==> src/rtl/multpool_core.sv <==
// Bit-serial multiplier downstream of the multpool config/trigger register.
// Optional macro MULTPOOL_MODRED_EN switches the datapath to interleaved modular multiplication.
module multpool_core #(
  parameter int unsigned NBITS = 128
) (
  input  logic                 hclk,
  input  logic                 hresetn,
  input  logic                 trigmult,
  input  logic                 rd_en_out,
  input  logic [3*NBITS-1:0]   wr_reg,
  output logic [2*NBITS-1:0]   multpool_result,
  output logic                 busy,
  output logic                 done,
  output logic                 result_valid,
  output logic                 trig_dropped,
  output logic                 mod_err
);

  localparam int unsigned CW = $clog2(NBITS);
`ifdef MULTPOOL_MODRED_EN
  localparam int unsigned AW = NBITS + 2;
`else
  localparam int unsigned AW = 2 * NBITS;
`endif

  typedef enum logic [1:0] {IDLE, RUN, DONE} state_t;

  state_t            state, state_next;
  logic [NBITS-1:0]  a_reg, b_reg;
  logic [AW-1:0]     acc, acc_next;
  logic [CW-1:0]     cnt;
  logic              last_bit;
  logic              trig_accept;

  assign last_bit    = (cnt == CW'(NBITS - 1));
  assign trig_accept = (state == IDLE) && trigmult;

`ifdef MULTPOOL_MODRED_EN
  logic [NBITS-1:0]  m_reg;
  logic [NBITS+2:0]  t0, t1, t2, m_ext;

  // acc < M and A < M keep t below 3M, so two conditional subtractions reduce fully.
  always_comb begin
    m_ext    = {3'b000, m_reg};
    t0       = {1'b0, acc, 1'b0} + (b_reg[NBITS-1] ? {3'b000, a_reg} : '0);
    t1       = (t0 >= m_ext) ? t0 - m_ext : t0;
    t2       = (t1 >= m_ext) ? t1 - m_ext : t1;
    acc_next = t2[AW-1:0];
  end
`else
  logic unused_m;
  assign unused_m = ^wr_reg[3*NBITS-1:2*NBITS];

  always_comb begin
    acc_next = (acc << 1) + (b_reg[NBITS-1] ? {{NBITS{1'b0}}, a_reg} : '0);
  end
`endif

  always_comb begin
    state_next = state;
    case (state)
      IDLE:    if (trigmult) state_next = RUN;
      RUN:     if (last_bit) state_next = DONE;
      DONE:    state_next = IDLE;
      default: state_next = IDLE;
    endcase
  end

  always_ff @(posedge hclk or negedge hresetn) begin
    if (!hresetn) begin
      state <= IDLE;
    end else begin
      state <= state_next;
    end
  end

  always_ff @(posedge hclk or negedge hresetn) begin
    if (!hresetn) begin
      a_reg           <= '0;
      b_reg           <= '0;
      acc             <= '0;
      cnt             <= '0;
      multpool_result <= '0;
      busy            <= 1'b0;
      done            <= 1'b0;
`ifdef MULTPOOL_MODRED_EN
      m_reg           <= '0;
`endif
    end else begin
      done <= 1'b0;
      case (state)
        IDLE: begin
          if (trigmult) begin
            a_reg <= wr_reg[NBITS-1:0];
            b_reg <= wr_reg[2*NBITS-1:NBITS];
`ifdef MULTPOOL_MODRED_EN
            m_reg <= wr_reg[3*NBITS-1:2*NBITS];
`endif
            acc   <= '0;
            cnt   <= '0;
            busy  <= 1'b1;
          end
        end
        RUN: begin
          acc   <= acc_next;
          b_reg <= b_reg << 1;
          cnt   <= cnt + 1'b1;
        end
        DONE: begin
`ifdef MULTPOOL_MODRED_EN
          multpool_result <= (m_reg == '0) ? '0 : {{NBITS{1'b0}}, acc[NBITS-1:0]};
`else
          multpool_result <= acc;
`endif
          done <= 1'b1;
          busy <= 1'b0;
        end
        default: ;
      endcase
    end
  end

  // Sticky flags: a set on the same edge as a read strobe takes priority.
  always_ff @(posedge hclk or negedge hresetn) begin
    if (!hresetn) begin
      result_valid <= 1'b0;
      trig_dropped <= 1'b0;
    end else begin
      if (state == DONE)   result_valid <= 1'b1;
      else if (rd_en_out)  result_valid <= 1'b0;

      if (trigmult && !trig_accept) trig_dropped <= 1'b1;
      else if (rd_en_out)           trig_dropped <= 1'b0;
    end
  end

`ifdef MULTPOOL_MODRED_EN
  always_ff @(posedge hclk or negedge hresetn) begin
    if (!hresetn) begin
      mod_err <= 1'b0;
    end else begin
      if (state == DONE && m_reg == '0) mod_err <= 1'b1;
      else if (rd_en_out)               mod_err <= 1'b0;
    end
  end
`else
  assign mod_err = 1'b0;
`endif

endmodule

==> config.mk <==
export PLATFORM = sky130hd
export DESIGN_NAME = multpool_core
export DESIGN_NICKNAME = d
export VERILOG_FILES = /design/src/rtl/multpool_core.sv
export SDC_FILE = /design/constraint.sdc
export NUM_CORES = 2
export LEC_CHECK = 0
export CORE_UTILIZATION = 53
export CTS_CLUSTER_SIZE = 14
export DETAILED_ROUTE_END_ITERATION = 10
export GPL_TIMING_DRIVEN = 0
export PLACE_DENSITY = 0.78
export REMOVE_ABC_BUFFERS = 1
export SLEW_MARGIN = 20
export SYNTH_ARGS = -nofsm -noshare
export SYNTH_HDL_FRONTEND = slang
export SYNTH_SLANG_ARGS = --single-unit
==> constraint.sdc <==
create_clock -name hclk -period 4.4 [get_ports hclk]
set_input_delay 0.88 -clock hclk [delete_from_list [all_inputs] [get_ports hclk]]
set_output_delay 0.88 -clock hclk [all_outputs]
set_load 0.01 [all_outputs]
==> metrics.log <==
INFO  metric endpoint_kind = flop
INFO  metric ws_path_type = flop to flop
INFO  metric vias_per_instance = 6.022
INFO  metric dr_total_vias = 40980
INFO  metric worst_hold_path_type = primary input to asynchronous set/reset pin
INFO  metric die_area = 82560 sq um
INFO  metric path_delay_family = compound AO/OA/AOI/OAI gates
INFO  metric grtUsageTotal = 35.47%
INFO  metric die_w = 287.3 microns
INFO  metric drive_gt1_share = 6.842%
INFO  metric initial_antenna_violation_count = 6
INFO  metric grt_pass1_wl = 230.0 mm
INFO  metric layout_top_registers = acc x256, multpool_result x256
INFO  metric initial_core_util = 53.57%
INFO  metric clk_path_buf_depth = 3
INFO  metric cts_root_buf = clkbuf_16
INFO  metric detailedRoute.firstPassIterationCount = 6
INFO  metric synth_cells = 5317
INFO  metric final.fill_count = 6653
INFO  metric critical_path_buf_inv_count = 3
INFO  metric routed_wirelength = 148.5 mm
INFO  metric die_height = 287.3 microns
INFO  metric dominantRegCellSynth = dfrtp_1
INFO  metric clock-skew-final = 0.04053 ns
INFO  metric routed-wl-met3 = 14.10 mm
INFO  metric power.switching_fraction = 42.62%
INFO  metric route.met2.wl = 66.04 mm
INFO  metric top_layer = met5
INFO  metric share_seq_of_total_power = 34.7%
INFO  metric maxSlewViolCount = 0
INFO  metric mostFrequentLayoutCells = nand2_1 (1605), dfrtp_1 (780), clkdlybuf4s50_1 (518)
INFO  metric drt-met1-wl = 62.89 mm
INFO  metric most_common_cell_after_layout_fill_and_taps_aside = nand2_1
INFO  metric htree_levels = 3
INFO  metric cts_buffer_count = 84
INFO  metric hold_ws = 0.2564 ns
INFO  metric wl_per_cell = 21.81 microns
INFO  metric path_depth = 16
INFO  metric min_period_over_period = 99.33%
INFO  metric path_max_fanout = 61
INFO  metric fin_nets = 6198
INFO  metric combPwrFrac = 43.5%
INFO  metric rows = 104
INFO  metric ctsHoldBuffers = 0
INFO  metric ir_worst_vdd = 0.0003618 V
INFO  metric cpPeakStageDelay = 0.57 ns
INFO  metric port-buffer-count = 519
INFO  metric syn-cell-area = 43150 sq um
INFO  metric place.gp.congestion = 0.9714
INFO  metric postSynthAreaPerCell = 8.116 sq um
INFO  metric critPathArrivalTime = 4.95 ns
INFO  metric worst_case_reg_to_reg_path_depth = 16
INFO  metric p_per_area = 630.8 nW/um^2
INFO  metric cellInternalPower = 19.52 mW
INFO  metric post_synthesis_sequential_element_count = 781
INFO  metric rsz0062_at_grt = true
INFO  metric area_delta_synth_final = 24.96%
INFO  metric worst_slew_margin_rel = 31.36%
INFO  metric fin_total_pwr = 34.01 mW
INFO  metric clkPwrFrac = 21.8%
INFO  metric synth_sequential_area_ratio = 45.29%
INFO  metric largest_net_degree_at_the_start_of_global_routing = 103
INFO  metric layoutNonFillerInstCount = 6806
INFO  metric worstMarginPinSlew = 1.021 ns
INFO  metric final_hold_vios = 0
INFO  metric clock_transition_at_path_regs = 0.06 ns
INFO  metric tritoncts = done
INFO  metric top_level_ports = 649
INFO  metric yosysWarnings = 0
INFO  metric drt_iter0_drc = 4276
INFO  metric core-area = 80550 sq um
INFO  metric cts_sinks = 781
INFO  metric globalRoute.totalOverflow = 0
INFO  metric synth-async-reset-ratio = 100.0%
INFO  metric placed_cells_incl_taps = 6620
INFO  metric timing.final.setup_violations = 0
INFO  metric total_leakage_power = 22.39 nW
INFO  metric final.min_clock_period = 4.370 ns
INFO  metric clk_latency = 0.66 ns
INFO  metric worst-endpoint-required = 4.98 ns
INFO  metric detailedPlacementHpwl = 107.4 mm
INFO  metric cpMaxStageDelayCell = dfrtp_4
INFO  metric remaining_drc_errors = 0
INFO  metric yosysUniqueCellTypes = 99
INFO  metric crit_path_cell_trace = buf_16 > and2_1 > ha_1 > nand2_1 > nor2_2 > nand2_1 > o21ai_2 > a211oi_2 > buf_4 > o221ai_2 > a32oi_4 > buf_4 > a211oi_4 > o211ai_1 > xor2_1 > o21ai_1
INFO  metric status = finished, final reports clean
INFO  metric maxCapViolations = 0
INFO  metric synth-edff-count = 0
INFO  metric number_of_global_route_vias_before_repair = 39500
INFO  metric worst_setup_path_start_kind = flop
INFO  metric antenna_left = 0
INFO  metric netSwitchingPower = 14.50 mW
INFO  metric timing.fmax = 228.8 MHz
kinds of logic (layout without fill, tap and decap cells):
family / Yosys count / count (layout) / share of synthesized area, %
compound gates: 1039 / 1040 / 14.94
xor+xnor: 229 / 229 / 4.648
fa+ha+maj: 129 / 129 / 3.758
buf+inv: 371 / 797 / 3.413
flops: 781 / 781 / 45.29
mux: 3 / 3 / 0.06959
other cells: 1 / 3 / 0.008690
simple gates: 2764 / 2764 / 27.87
timing repair:
action / CTS / global route
pin swaps: 12 / 30
endpoints found under the hold margin: 0 / 0
setup buffers: 13 / 21
setup endpoints to repair: 183 / 137
resized for setup: 73 / 131
cloned: 1 / 0
cells in the mapped netlist, types with 115 or more instances:
master / count / area, sq um
and2_1: 153 / 957.2
nand2_1: 1611 / 6047
ha_1: 128 / 1602
nor2_1: 448 / 1682
dfrtp_1: 781 / 19540
o21ai_0: 291 / 1456
nand4_1: 137 / 857.1
clkbuf_1: 258 / 968.4
xor2_1: 115 / 1007
o22ai_1: 133 / 832.1
nand3_1: 137 / 685.7
a21oi_1: 233 / 1166
stage by stage:
step	area [sq um]	utilization, %	TNS, ns	worst slack [ns]
2_1_floorplan	41860	-	-4416.22	-8.246
3_3_place_gp	48390	60.07	-	-33.41
3_5_place_dp	49670	61.66	-78.44	-0.9925
4_1_cts	53070	65.88	-0.5860	-0.1138
5_1_grt	53920	66.94	-0.2146	-0.07646
6_report	53920	66.94	0	0.02951
power groups by stage:
stage / Sequential (mW) / Clock [mW] / Combinational [mW]
2_1_floorplan: 11.0 / 0 / 9.65
3_3_place_gp: 12.0 / 0 / 12.9
3_5_place_dp: 11.8 / 0 / 13.3
4_1_cts: 11.7 / 7.48 / 13.8
5_1_grt: 12.1 / 7.74 / 16.2
6_report: 11.8 / 7.41 / 14.8
final timing paths:
kind	slack (ns)	from	end
setup / recovery	0.03	b_reg[127]	acc[166]
hold / removal	0.26	hresetn	multpool_result[44]
setup reg to reg	0.03	b_reg[127]	acc[166]
hold reg to reg	0.46	a_reg[87]	a_reg[87]
max in group asynchronous	2.26	hresetn	b_reg[81]
min in group hclk	0.46	a_reg[87]	a_reg[87]
cell type report:
| class | instances | area [sq um] | share of cell area, % |
|---|---|---|---|
| Inverter | 49 | 188.9 | 0.3504 |
| Sequential cell | 781 | 19550 | 36.25 |
| Timing Repair Buffer | 599 | 6723 | 12.47 |
| Antenna cell | 2 | 5.005 | 0.009282 |
| Clock buffer | 119 | 2414 | 4.476 |
| Multi-Input combinational cell | 4166 | 23270 | 43.16 |
| Tap cell | 1060 | 1326 | 2.460 |
| Clock inverter | 30 | 445.4 | 0.8261 |
metal layers:
layer	global-route usage (%)	vias to the layer above
met5	0	-
met3	7.460	317
met2	53.12	1892
met1	50.79	19920
li1	-	18850
met4	12.46	8
Power figures use the tool's default switching activity.
